==> config.mk <==
export PLATFORM = sky130hd
export DESIGN_NAME = gray_conv_arbiter
export DESIGN_NICKNAME = d
export VERILOG_FILES = /design/src/rtl/gray_conv_pkg.sv /design/src/rtl/gray_conv_core.sv /design/src/rtl/gray_conv_arbiter.sv
export SDC_FILE = /design/constraint.sdc
export NUM_CORES = 1
export LEC_CHECK = 0
export ABC_AREA = 1
export BUFFER_PORTS_ARGS = -buffer_cell sky130_fd_sc_hd__clkbuf_2
export CAP_MARGIN = 20
export CORE_ASPECT_RATIO = 1.2
export CORE_MARGIN = 3
export CORE_UTILIZATION = 54
export CTS_BUF_LIST = sky130_fd_sc_hd__clkbuf_2
export DETAILED_ROUTE_END_ITERATION = 10
export PLACE_DENSITY = 0.87
export SYNTH_ARGS = -nofsm -noshare
export SYNTH_HDL_FRONTEND = slang
export SYNTH_SLANG_ARGS = --single-unit
export TNS_END_PERCENT = 20
==> constraint.sdc <==
create_clock -name clk -period 3.4 [get_ports clk]
set_input_delay 0.68 -clock clk [delete_from_list [all_inputs] [get_ports clk]]
set_output_delay 0.68 -clock clk [all_outputs]
set_load 0.01 [all_outputs]
==> src/rtl/gray_conv_pkg.sv <==
// gray_conv_pkg
// Shared definitions for the Gray code conversion arbiter.
// - MODE_B2G / MODE_G2B: values of the per-request direction bit.
// - bin2gray / gray2bin: reference conversions on a MAX_W-bit word.
//   Callers zero-extend narrower values and then truncate the result.
//   Zero upper bits do not change the low bits of either conversion, so
//   the same functions serve every WIDTH up to MAX_W.
package gray_conv_pkg;

  localparam int   MAX_W    = 32;
  localparam logic MODE_B2G = 1'b0;
  localparam logic MODE_G2B = 1'b1;

  typedef logic [MAX_W-1:0] conv_word_t;

  // Binary to Gray: each Gray bit is the XOR of two adjacent binary bits.
  function automatic conv_word_t bin2gray(input conv_word_t b);
    return b ^ (b >> 1);
  endfunction

  // Gray to binary: a running XOR from the MSB downwards.
  function automatic conv_word_t gray2bin(input conv_word_t g);
    conv_word_t b;
    b[MAX_W-1] = g[MAX_W-1];
    for (int k = MAX_W - 2; k >= 0; k--) begin
      b[k] = b[k+1] ^ g[k];
    end
    return b;
  endfunction

endpackage

==> src/rtl/gray_conv_core.sv <==
// gray_conv_core
// Purely combinational binary/Gray converter.
// Ports:
//   din_i   WIDTH  value to convert
//   mode_i  1      0 = binary->Gray, 1 = Gray->binary
//   dout_o  WIDTH  converted value
module gray_conv_core
  import gray_conv_pkg::*;
#(
  parameter int WIDTH = 3
) (
  input  logic [WIDTH-1:0] din_i,
  input  logic             mode_i,
  output logic [WIDTH-1:0] dout_o
);

  conv_word_t din_ext;

  // Widen to the package word, convert in the chosen direction and keep
  // only the low WIDTH bits.
  always_comb begin
    din_ext = MAX_W'(din_i);
    if (mode_i == MODE_G2B) begin
      dout_o = WIDTH'(gray2bin(din_ext));
    end else begin
      dout_o = WIDTH'(bin2gray(din_ext));
    end
  end

endmodule

==> src/rtl/gray_conv_arbiter.sv <==
// gray_conv_arbiter
// Round-robin arbitration of NREQ requesters onto one shared converter.
// The result goes into a one-stage output register.
// Ports:
//   clk, rst      clock, asynchronous active-high reset
//   req_valid_i   NREQ        per-requester request valid
//   req_ready_o   NREQ        per-requester accept (one-hot or zero)
//   req_data_i    NREQ*WIDTH  requester i at [i*WIDTH +: WIDTH]
//   req_mode_i    NREQ        per-requester direction (0 = B2G, 1 = G2B)
//   out_valid_o   1           output register holds a result
//   out_ready_i   1           downstream accepts the result
//   out_data_o    WIDTH       converted value
//   out_id_o      IDW         requester that produced out_data_o
//   out_mode_o    1           direction used for out_data_o
module gray_conv_arbiter
  import gray_conv_pkg::*;
#(
  parameter  int WIDTH = 3,
  parameter  int NREQ  = 4,
  localparam int IDW   = $clog2(NREQ)
) (
  input  logic                  clk,
  input  logic                  rst,
  input  logic [NREQ-1:0]       req_valid_i,
  output logic [NREQ-1:0]       req_ready_o,
  input  logic [NREQ*WIDTH-1:0] req_data_i,
  input  logic [NREQ-1:0]       req_mode_i,
  output logic                  out_valid_o,
  input  logic                  out_ready_i,
  output logic [WIDTH-1:0]      out_data_o,
  output logic [IDW-1:0]        out_id_o,
  output logic                  out_mode_o
);

  logic [IDW-1:0]   rr_ptr_q, rr_ptr_d;
  logic             out_valid_q, out_valid_d;
  logic [WIDTH-1:0] out_data_q, out_data_d;
  logic [IDW-1:0]   out_id_q, out_id_d;
  logic             out_mode_q, out_mode_d;

  logic             load;
  logic             found;
  logic             grant;
  logic [IDW-1:0]   cand;
  logic [IDW-1:0]   winner;
  logic [WIDTH-1:0] sel_data;
  logic             sel_mode;
  logic [WIDTH-1:0] conv_data;

  // The output register can take a new result when it is empty or
  // when it is being drained this cycle.
  assign load  = !out_valid_q || out_ready_i;
  assign grant = found && load && !rst;

  // Scan from the requester after the last winner and wrap around.
  // The first requester with valid set wins.
  always_comb begin
    found  = 1'b0;
    winner = '0;
    cand   = '0;
    for (int off = 1; off <= NREQ; off++) begin
      cand = IDW'((int'(rr_ptr_q) + off) % NREQ);
      if (!found && req_valid_i[cand]) begin
        found  = 1'b1;
        winner = cand;
      end
    end
  end

  // Select the winner's data and mode for the shared converter.
  always_comb begin
    sel_data = '0;
    sel_mode = MODE_B2G;
    for (int i = 0; i < NREQ; i++) begin
      if (winner == IDW'(i)) begin
        sel_data = req_data_i[i*WIDTH +: WIDTH];
        sel_mode = req_mode_i[i];
      end
    end
  end

  // Only the winner sees ready, and only when the output can load.
  always_comb begin
    req_ready_o = '0;
    if (grant) begin
      req_ready_o[winner] = 1'b1;
    end
  end

  gray_conv_core #(
    .WIDTH (WIDTH)
  ) u_core (
    .din_i  (sel_data),
    .mode_i (sel_mode),
    .dout_o (conv_data)
  );

  // Next state: capture on a grant, drain when accepted with nothing new,
  // and otherwise hold. The pointer moves only on an accepted transfer.
  always_comb begin
    rr_ptr_d    = rr_ptr_q;
    out_valid_d = out_valid_q;
    out_data_d  = out_data_q;
    out_id_d    = out_id_q;
    out_mode_d  = out_mode_q;
    if (grant) begin
      rr_ptr_d    = winner;
      out_valid_d = 1'b1;
      out_data_d  = conv_data;
      out_id_d    = winner;
      out_mode_d  = sel_mode;
    end else if (out_ready_i) begin
      out_valid_d = 1'b0;
    end
  end

  // State registers. On reset the pointer is set to the last requester,
  // so requester 0 is scanned first.
  always_ff @(posedge clk or posedge rst) begin
    if (rst) begin
      rr_ptr_q    <= IDW'(NREQ - 1);
      out_valid_q <= 1'b0;
      out_data_q  <= '0;
      out_id_q    <= '0;
      out_mode_q  <= 1'b0;
    end else begin
      rr_ptr_q    <= rr_ptr_d;
      out_valid_q <= out_valid_d;
      out_data_q  <= out_data_d;
      out_id_q    <= out_id_d;
      out_mode_q  <= out_mode_d;
    end
  end

  assign out_valid_o = out_valid_q;
  assign out_data_o  = out_data_q;
  assign out_id_o    = out_id_q;
  assign out_mode_o  = out_mode_q;

endmodule

* After elaboration in Yosys (flattened, before gate mapping)
Index checks and enable logic that the tools add are counted. W data, S select, Z words.
Storage, ports and cells: output and inout port bits 11, register bits after elaboration 9
Operators by class: muxes and demuxes 30, bitwise operators 3, $lt $le $gt $ge 6, equal/unequal tests 3, $add $sub $neg 4, reductions and logical operators 14
Operator list (count):
- $lt A2 B3 Y1 const B | 5
- $mux W1 | 15
- $mux W3 | 5
- $bmux W1 S2 | 4
- $mux W2 | 4
- $logic_and A1 B1 Y1 | 6
- $logic_not A1 Y1 | 5
- $add A2 B1 Y2 const B | 2
- $add A2 B2 Y2 const B | 2
- $eq A2 B2 Y1 const B | 2
- $mux W4 | 1
- $xor A3 B2 Y3 | 1
- $demux W1 S2 | 1
- $eq A2 B1 Y1 const B | 1
- $ge A2 B1 Y1 const B | 1
- $logic_not A2 Y1 | 1
- $reduce_bool A2 Y1 | 1
- $xor A1 B1 Y1 | 2
- $logic_or A1 B1 Y1 | 1

* Longest topological paths before layout
depth after elaboration 21, depth in mapped cells 21, mapped depth without buffers 20

* Modules after synthesis
A second synthesis with hierarchy kept.
Unflattened totals: cells, all modules 138, area total of the unflattened synthesis 858.3 µm²
By module, submodules not included:
- gray_conv_arbiter | area an instance 782.0 µm², instances 1, cells an instance 121, sequential area each 227.7 µm²
- gray_conv_core | area an instance 76.3 µm², instances 1, cells an instance 17, sequential area each 0.0 µm²

* Worst setup path after synthesis
OpenSTA, ideal clock, no wires.
path kind in2out, start point in req_valid_i[3], end point out req_ready_o[0], buffers on the path 1, slack 673 ps, data arrival time 2047 ps, cell stages on the path 11, path through nand2_1 nand2_2 nand2_1 nand2_1 nor2_4 nand3b_1 inv_1 nor3_2 inv_1 buf_2 nor3_1
Between the ends: longest elaborated chain between the ends 17
RTL lines:
- start, declared | RTL line gray_conv_arbiter.sv:24 | input logic [NREQ-1:0] req_valid_i,
- $bmux W1 S2 | RTL line gray_conv_arbiter.sv:63 | if (!found && req_valid_i[cand]) begin
- $mux W1 (implied by the code) | RTL line gray_conv_arbiter.sv:63
- $mux W1 | RTL line gray_conv_arbiter.sv:63
- $logic_not A1 Y1 | RTL line gray_conv_arbiter.sv:63
- $logic_and A1 B1 Y1 | RTL line gray_conv_arbiter.sv:63
- $mux W1 | RTL line gray_conv_arbiter.sv:63
- $logic_not A1 Y1 | RTL line gray_conv_arbiter.sv:63
- $logic_and A1 B1 Y1 | RTL line gray_conv_arbiter.sv:63
- $mux W1 | RTL line gray_conv_arbiter.sv:63
- $logic_not A1 Y1 | RTL line gray_conv_arbiter.sv:63
- $logic_and A1 B1 Y1 | RTL line gray_conv_arbiter.sv:63
- $mux W2 | RTL line gray_conv_arbiter.sv:63
- $lt A2 B3 Y1 (implied by the code) / $ge A2 B1 Y1 (equally long branches) | RTL line gray_conv_arbiter.sv:86 | req_ready_o[winner] = 1'b1;
- $logic_and A1 B1 Y1 (implied by the code) | RTL line gray_conv_arbiter.sv:86
- $mux W1 (implied by the code) | RTL line gray_conv_arbiter.sv:86
- $demux W1 S2 | RTL line gray_conv_arbiter.sv:86
- $mux W4 (*) | RTL line gray_conv_arbiter.sv:85 | if (grant) begin
- end, declared | RTL line gray_conv_arbiter.sv:25 | output logic [NREQ-1:0] req_ready_o,
Every way passes the cells marked *; elsewhere a longest branch is shown, timed or not. The select of a mux whose other input is x is not followed.

* Worst setup path after layout
start point reg rr_ptr_q[0], end point out req_ready_o[0]
Between the ends: longest elaborated chain between the ends 18
RTL lines:
- start, declared | RTL line gray_conv_arbiter.sv:35 | logic [IDW-1:0] rr_ptr_q, rr_ptr_d;
- start signal, assigned | RTL line gray_conv_arbiter.sv:121 | rr_ptr_q <= IDW'(NREQ - 1);
- start signal, assigned | RTL line gray_conv_arbiter.sv:127 | rr_ptr_q <= rr_ptr_d;
- $add A2 B1 Y2 | RTL line gray_conv_arbiter.sv:62 | cand = IDW'((int'(rr_ptr_q) + off) % NREQ);
- $bmux W1 S2 | RTL line gray_conv_arbiter.sv:63
- $mux W1 (implied by the code) | RTL line gray_conv_arbiter.sv:63
- $mux W1 | RTL line gray_conv_arbiter.sv:63
- $logic_not A1 Y1 | RTL line gray_conv_arbiter.sv:63
- $logic_and A1 B1 Y1 | RTL line gray_conv_arbiter.sv:63
- $mux W1 | RTL line gray_conv_arbiter.sv:63
- $logic_not A1 Y1 | RTL line gray_conv_arbiter.sv:63
- [2 not listed]
- $logic_not A1 Y1 | RTL line gray_conv_arbiter.sv:63
- $logic_and A1 B1 Y1 | RTL line gray_conv_arbiter.sv:63
- $mux W2 | RTL line gray_conv_arbiter.sv:63
- $lt A2 B3 Y1 (implied by the code) / $ge A2 B1 Y1 (equally long branches) | RTL line gray_conv_arbiter.sv:86
- $logic_and A1 B1 Y1 (implied by the code) | RTL line gray_conv_arbiter.sv:86
- $mux W1 (implied by the code) | RTL line gray_conv_arbiter.sv:86
- $demux W1 S2 | RTL line gray_conv_arbiter.sv:86
- $mux W4 (*) | RTL line gray_conv_arbiter.sv:85
Marks and branches as above.

==> run metrics <==
outcome finished clean; crit path launch type flip-flop; most frequent cell after synthesis nand2_1; Syn. warnings 0; unique cell type count in the Yosys netlist 26; total gr overflow 0; post-cts resize count 0; first-pass GRT wire length around 3600 um; Reg area roughly 230 um^2; Diodes inserted 0; reg2reg path depth 17; CTS tree yes; sequential fraction of the synthesis area approximately 25%; CTS buffer count 3; synthesized instance count ~150; Die X 43.3 um; critical path class flip-flop to output port; Synth top cells by count 59 x nand2_1, 15 x nand3_1, 11 x inv_1, 11 x nand2_2, 7 x dfrtp_1; clk sinks 9; critical-path maximum fanout 11; drt drc 0; max incr delay on CP 670 ps; Post-Syn Area between 900 and 1000 um^2; #FFs+latches synth 9; CP arrival 2330 ps; reg2reg end out_data_o[0]; antenna viol nets, final 0; H-tree depth 1; die height ~51 um; initial core utilization 60.2%; met1 usage between 20% and 30%; Post-DP HPWL about 1700 um; Yosys top cell by area nand2_1; postcts setup bufs 0; Avg Cell Area, Syn approximately 6.2 um^2; Layout Nets 203; core area 1500 um^2; grt met3 use 2.51%; final setup skew about 9.6 ps; reg2reg start rr_ptr_q[0]; Clock Path Buffers 2; Final setup viols 0; Period minus WS final approximately 3000 ps; Routed WL between 2000 and 2500 um; Post-CTS Hold Buffers 0; Routed WL per cell 10.9 um; Sum Neg Setup Slack 0 ps; Layout area overhead 19.8%; Post-synth ARST share 100%; final worst path period share approximately nine tenths; Filler Cell Count 140; layout cell share with drive strength beyond 1 37.4%; number of synthesized flops with an enable pin 0; Hold Violations, Final 0; drt initial violations 36; Tot GR Track Use between 20% and 30%; relative slew slack between 70% and 80%; crit end category output port; Crit path top cell by count nand2_1; Final Max Tran Viols 0; # IOs 34; Worst Tran Pin Value between 300 and 400 ps; clk_lat worst skew 240 ps; via/cell ratio roughly 5.2; GP Congestion 0.936; Die ar. approximately 2200 um^2; Max Clk Rate about 330 MHz; met2 Resource Use GR between 30% and 40%; Multi-input gate area ~570 um^2; initial antenna violation count 0; largest net degree at the start of global routing 13; Synth top area share 24.5%; Cell Chain, Critical Path nand2_1 -> nand2_2 -> nand2_1 -> nand2_1 -> nor2_4 -> nand3b_1 -> inv_1 -> nor3_2 -> inv_1 -> nor3_1 -> clkbuf_2; global routing's busiest layer met2; top cells by area, synth nand2_1 25%, dfrtp_1 19%, nand3_1 8.3%, nand2_2 7.6%, dfstp_2 5.8%; via count between 1000 and 1500; maxcap violations 0; DR pass1 iterations 4; vias in the first global route approximately 890; CP max stage cell dfstp_2; # rows 15; RSZ-0062 raised after global routing false; Worst-path clk slew about 100 ps; Post-Syn Nets 168; Clk Tree Root Cell clkbuf_2; Main synth FF type dfrtp_1; register-to-register setup slack roughly 890 ps; port bufs 33; Hold Crit Class input port to async pin; CP required 2720 ps
registers in the layout, summed over array words and instances, names as in the netlist:
register,cells
out_valid_o,1
rr_ptr_q,2
out_id_o,2
out_mode_o,1
out_data_o,3
logic make-up after synthesis:
| logic type | synth area share (%) |
|---|---|
| simple gates | 57.5 |
| buf+inv | 11.9 |
| flops | 25.2 |
| compound gates | 5.40 |
through the flow:
stage,util [%],hold slack (ps),cells,area [um^2],setup slack [ps]
floorplan,-,506,145,903,673
global placement,70.8,460,192,1060,668
detailed placement,70.8,466,192,1060,581
CTS,72.1,393,196,1080,421
global route,72.1,395,196,1080,203
finish,72.1,376,196,1080,393
layer usage:
layer | wire length, um | vias up | part of all wire, %
li1 | - | 530 | -
met1 | 862 | 449 | 40
met2 | 1070 | 41 | 50
met3 | 172 | 4 | 8.1
met4 | 23 | 0 | 1.1
met5 | 0 | - | 0
area by class of cell:
class                   count  share of cell area, %
well taps                  17                   1.97
inverters                  18                   6.71
multi-input cells         114                   52.5
repair buffers             34                   16.0
clock buffers               4                   1.85
flip-flops and latches      9                   21.0
layout by cell type, fill, tap and decap left out, types with 2 or more instances in the layout:
master	count
o21ai_0	6
dfrtp_1	7
nor3_1	2
nand3_1	15
clkbuf_2	37
inv_2	6
nand2_2	11
dfstp_2	2
nor2_2	2
nor2_1	4
nand2_1	59
nand4_1	4
nor2_4	2
inv_1	11
critical path: cells and delay by family, from the launching register on:
kind | cells | cell delay [ps]
buffers and inverters | 3 | 470
AND/OR/NAND/NOR | 8 | 940
flip-flops | 1 | 670
worst max-delay path by stage:
| stage | from | endpoint | slack, ps | cells past startpoint |
|---|---|---|---|---|
| final | rr_ptr_q[0] | req_ready_o[0] | 390 | 11 |
| after global routing | rr_ptr_q[0] | req_ready_o[0] | 200 | 10 |
| after CTS | rr_ptr_q[0] | req_ready_o[0] | 420 | 11 |
| after detailed placement | req_valid_i[3] | req_ready_o[0] | 580 | 12 |
| after global placement | req_valid_i[3] | req_ready_o[0] | 670 | 12 |
| after floorplan | req_valid_i[3] | req_ready_o[0] | 670 | 11 |
Power is not shown: default switching activity piles up to over one toggle a cycle in this logic, so the estimate is an artifact.
